===== config.mk =====
export PLATFORM = sky130hd
export DESIGN_NAME = sha256d_sequencer
export DESIGN_NICKNAME = d
export VERILOG_FILES = /design/src/rtl/sha256d_sequencer.sv
export SDC_FILE = /design/constraint.sdc
export NUM_CORES = 2
export LEC_CHECK = 0
export ABC_AREA = 1
export BUFFER_PORTS_ARGS = -buffer_cell sky130_fd_sc_hd__clkbuf_2
export CAP_MARGIN = 20
export CORE_AREA = 2 2 743 745
export CTS_CLUSTER_SIZE = 10
export DETAILED_ROUTE_END_ITERATION = 10
export DIE_AREA = 0 0 745 747
export GPL_ROUTABILITY_DRIVEN = 0
export PLACE_DENSITY = 0.44
export REMOVE_ABC_BUFFERS = 1
export SLEW_MARGIN = 0
export SYNTH_ARGS = -nofsm -noshare
export SYNTH_HDL_FRONTEND = slang
export SYNTH_SLANG_ARGS = --single-unit

===== constraint.sdc =====
create_clock -name clk -period 1.7 [get_ports clk]
set_input_delay 0.34 -clock clk [delete_from_list [all_inputs] [get_ports clk]]
set_output_delay 0.34 -clock clk [all_outputs]
set_load 0.02 [all_outputs]

===== src/rtl/sha256d_sequencer.sv =====
// Double SHA-256 sequencer for an 80-byte header: drives an external
// sha256_transform through three compression blocks and returns the final digest.
module sha256d_sequencer #(
  parameter int unsigned LATENCY = 65
) (
  input  logic         clk,
  input  logic         rst_n,
  input  logic         start,
  input  logic [639:0] header_in,
  output logic         busy,
  output logic         done,
  output logic [255:0] hash_out,
  output logic         tf_feedback,
  output logic [5:0]   tf_cnt,
  output logic [255:0] tf_state,
  output logic [511:0] tf_input,
  input  logic [255:0] tf_hash
);

  localparam logic [255:0] IV = {
    32'h5be0cd19, 32'h1f83d9ab, 32'h9b05688c, 32'h510e527f,
    32'ha54ff53a, 32'h3c6ef372, 32'hbb67ae85, 32'h6a09e667
  };
  localparam logic [6:0] LAST = 7'(LATENCY - 1);

  typedef enum logic [2:0] {IDLE, BLK1, BLK2, BLK3, DONE} state_t;

  state_t         state;
  logic [639:0]   header_q;
  logic [255:0]   mid_q;
  logic [255:0]   inner_q;
  logic [6:0]     wait_cnt;
  logic           last;
  logic [511:0]   blk2_input;

  assign tf_feedback = 1'b0;
  assign tf_cnt      = '0;
  assign last        = (wait_cnt == LAST);

  // Tail of the header plus padding for an 80-byte (0x280-bit) message.
  assign blk2_input = {32'h00000280, 320'd0, 32'h80000000, header_q[639:512]};

  // Padded single block carrying a 32-byte (0x100-bit) inner digest.
  function automatic logic [511:0] final_block(input logic [255:0] digest);
    return {32'h00000100, 192'd0, 32'h80000000, digest};
  endfunction

  // On entry tf_* load straight from header_in/tf_hash; while a block is in
  // flight they reload from the latched copies, which hold the same value.
  always_ff @(posedge clk or negedge rst_n) begin
    if (!rst_n) begin
      state    <= IDLE;
      busy     <= 1'b0;
      done     <= 1'b0;
      wait_cnt <= '0;
      hash_out <= '0;
      tf_state <= IV;
      tf_input <= '0;
      header_q <= '0;
      mid_q    <= '0;
      inner_q  <= '0;
    end else begin
      done <= 1'b0;
      case (state)
        IDLE: begin
          if (start) begin
            header_q <= header_in;
            tf_state <= IV;
            tf_input <= header_in[511:0];
            wait_cnt <= '0;
            busy     <= 1'b1;
            state    <= BLK1;
          end
        end
        BLK1: begin
          if (last) begin
            mid_q    <= tf_hash;
            tf_state <= tf_hash;
            tf_input <= blk2_input;
            wait_cnt <= '0;
            state    <= BLK2;
          end else begin
            tf_input <= header_q[511:0];
            wait_cnt <= wait_cnt + 7'd1;
          end
        end
        BLK2: begin
          if (last) begin
            inner_q  <= tf_hash;
            tf_state <= IV;
            tf_input <= final_block(tf_hash);
            wait_cnt <= '0;
            state    <= BLK3;
          end else begin
            tf_state <= mid_q;
            tf_input <= blk2_input;
            wait_cnt <= wait_cnt + 7'd1;
          end
        end
        BLK3: begin
          if (last) begin
            hash_out <= tf_hash;
            done     <= 1'b1;
            busy     <= 1'b0;
            wait_cnt <= '0;
            state    <= DONE;
          end else begin
            tf_input <= final_block(inner_q);
            wait_cnt <= wait_cnt + 7'd1;
          end
        end
        DONE:    state <= IDLE;
        default: state <= IDLE;
      endcase
    end
  end

endmodule


==> out/metrics.cfg <==
[drt]
wl_um=579000
firstDrtPassIters=6
drtIter0Drc=7302
drc=0
final_antenna_net_count=0
vias=92010
viasPerCell=4.242
wire_per_inst_um=26.69

[clock_network]
cts_tree=yes
path_clk_slew_ns=0.06
numCtsBuffers=291
ctsHtreeMaxLevel=5
clockRootBuffer=clkbuf_16
worst_skew_pair.late_latency_ns=0.95
cts_sinks=2188
cts.path.max_buffers=4

[synth]
synth_area_leaders=dfrtp_1, nand2_1, mux2_2
syn_area_per_cell_um2=8.880
yosysWarnings=0
synth.distinct_cells=32
synth-seq-cells=2188
synth_top_area_share_pct=54.45
netlist_instances=10620
yosys.area.top_type=dfrtp_1
yosysSeqAreaShare_pct=58.24
syn_area_um2=94300

[power_and_ir_drop]
power_w=0.1207
powerDensity_nw_per_um2=810.6
irDropWorstVdd_v=0.0007598
p_sw_w=0.03000
pwr-share-clk_pct=51.7
comb_power_share_pct=5.1
p_sw_share_pct=24.87
leakagePower_nw=73.33
seqPwrFrac_pct=43.2
p_int_w=0.09065

[die]
chipHeight_um=747
die_w_um=745
die-area_um2=556500
start_util_pct=17.21
core-area_um2=547900
io_pins=1932
rows=272

[cells_and_area]
fillCellCount=58700
area_growth_pct=57.85
final_cell_mix=nand2_1, dfrtp_1, clkbuf_2, dlygate4sd3_1, o21ai_0
drive_above_1_share_pct=30.76
fin_area_um2=148800
nets=15060
final_common_cell=nand2_1

[sta]
hold_viol_final=0
finalSetupViolCount=3207
rsz0062_at_grt=yes
maxSlewHeadroom_pct=56.92
fin_worst_hold_slack_ns=0.1176
fin_crit_sh_pct=133.8
setup_ws_ns=-0.5739
layout_min_cycle_time_ns=2.274
setup_tns_ns=-1044.20
finClkSkew_ns=0.05223
fmax_ghz=0.4398
slew_viol_final=0
tightest_slew_ns=0.6463

[worst_setup_path]
reg2regPathDepth=15
cpPeakStageDelay_ns=0.38
rrSetupSlack_ns=-0.57
cp_data_arrival_time_ns=3.08
cp-end-kind=flop
worstPathRequired_ns=2.50
critPathLaunchType=flop
worstSetupPathType=flop to flop
r2r_start=wait_cnt[0]
critical_path.max_fanout=7
critPathSlowestCell=dfrtp_1
path_delay_family=buffers and inverters
r2r-end=tf_input[311]
crit_buf_inv=8
path_cells=inv_2 > ha_4 > nand2_4 > inv_4 > nand3_4 > buf_6 > nor2_4 > nor2_4 > buf_12 > buf_16 > buf_12 > clkbuf_16 > clkbuf_16 > nor2_1 > a31oi_1

[outcome]
violations=setup timing
outcome=finished, violations left

[place]
io_buffers=1924
dpl_cell_area_um2=120000
dp_hpwl_um=421100

[global_route]
grt_pass1_vias=91540
grt_max_degree=103
antenna_found_initial=119
grt.total_usage_pct=19.67
gr-total-overflow=0
grt_pass1_wl_um=769800

[hold_path]
hold_path_class=primary input to flop
hold_depth=3
hp-start=tf_hash[46]
min_to=inner_q[46]

[job]
max-cap-violations=0

area by class of cell:
| type | instances | area [um^2] | area share (%) |
|---|---|---|---|
| flip-flops and latches | 2188 | 54960 | 36.92 |
| repair buffers | 3964 | 36950 | 24.82 |
| multi-input cells | 6979 | 35370 | 23.76 |
| well taps | 7261 | 9085 | 6.104 |
| clock buffers | 454 | 8621 | 5.792 |
| inverters | 733 | 2882 | 1.936 |
| clock inverters | 51 | 792.0 | 0.5321 |
| diodes | 59 | 147.6 | 0.09919 |
| repair inverters | 2 | 41.29 | 0.02774 |
sequential cells by signal (all words and copies together), names as in the netlist, 3 cells and up:
register / count
mid_q: 256
inner_q: 256
hash_out: 256
state: 3
tf_state: 256
wait_cnt: 7
header_q: 640
tf_input: 512
synth_stat cells:
library cell,number
xor2_1,1
o22ai_1,95
o21ai_0,773
o21ai_1,40
nand3b_1,10
a31oi_1,253
ha_1,2
dfrtp_1,2052
nor2_2,3
buf_4,8
conb_1,1
nand4_1,1
nand3_2,2
buf_2,195
dfstp_2,136
nand2_1,3826
nor3_1,65
inv_1,724
nor2_4,2
mux2_2,446
inv_2,8
o211ai_1,31
nor3b_1,1
nand2_2,2
o2111ai_1,105
a21oi_1,322
nor2_1,461
clkinv_1,1
clkbuf_1,484
nand3_1,403
o21a_1,128
buf_1,38
through the flow:
stage                     utilization, %  setup slack (ns)  std cells
final                              27.17           -0.5739      21690
after global routing               27.15           -0.6962      21660
after CTS                          26.74           -0.6036      21560
after detailed placement           21.89           -0.6949      19890
after global placement             21.89           -0.7159      19890
after floorplan                        -            -34.66       9900
worst register-to-register path: cells and delay by family, from the launching register on:
| kind | cells | cell delay, ns |
|---|---|---|
| buffers and inverters | 8 | 1.14 |
| and+or+nand+nor | 5 | 0.42 |
| DFF | 1 | 0.38 |
| adders and majority gates | 1 | 0.13 |
| AOI/OAI and AO/OA | 1 | 0.05 |
how the worst max path moves through the flow:
stage / from / endpoint / slack (ns) / cells after the start
floorplan: state[0] / state[2] / -34.66 / 7
global placement: wait_cnt[1] / tf_input[155] / -0.72 / 13
detailed placement: wait_cnt[1] / tf_input[155] / -0.69 / 13
CTS: tf_state[254] / tf_state[254] / -0.60 / 1
global route: state[0] / tf_input[363] / -0.70 / 13
finish: wait_cnt[0] / tf_input[311] / -0.57 / 15
power by group through the flow:
stage	combinational [W]	clock [W]	sequential, W
after global routing	0.00654	0.0659	0.0521
final	0.00610	0.0624	0.0521
after global placement	0.00423	0	0.0530
after detailed placement	0.00422	0	0.0530
after CTS	0.00623	0.0641	0.0521
after floorplan	0.000264	0	0.0530
metal layers:
layer,track usage (%),part of all wire [%],wire length (um)
met1,23.09,39,226000
met2,32.60,47,269500
met3,5.374,7.7,44630
met4,10.51,6.7,38640
met5,0,0.046,265
logic make-up after synthesis:
family / count (synthesis) / share of synthesized area, %
other: 1 / 0.003977
XOR/XNOR: 1 / 0.009290
flip-flops: 2188 / 58.24
AO/OA/AOI/OAI: 1747 / 10.57
AND/OR/NAND/NOR: 4776 / 19.72
buffers and inverters: 1458 / 6.094
adder cells (fa/ha/maj): 2 / 0.02653
multiplexers: 446 / 5.326
repair_timing:
item,4_1_cts,5_1_grt
hold endpoints to repair,3708,0
gates resized for setup,760,208
cloned,112,47
pin swaps,133,38
hold buffers,897,0
setup endpoints to repair,3192,3212
buffers inserted,162,28
(Power assumes the default switching activity.)
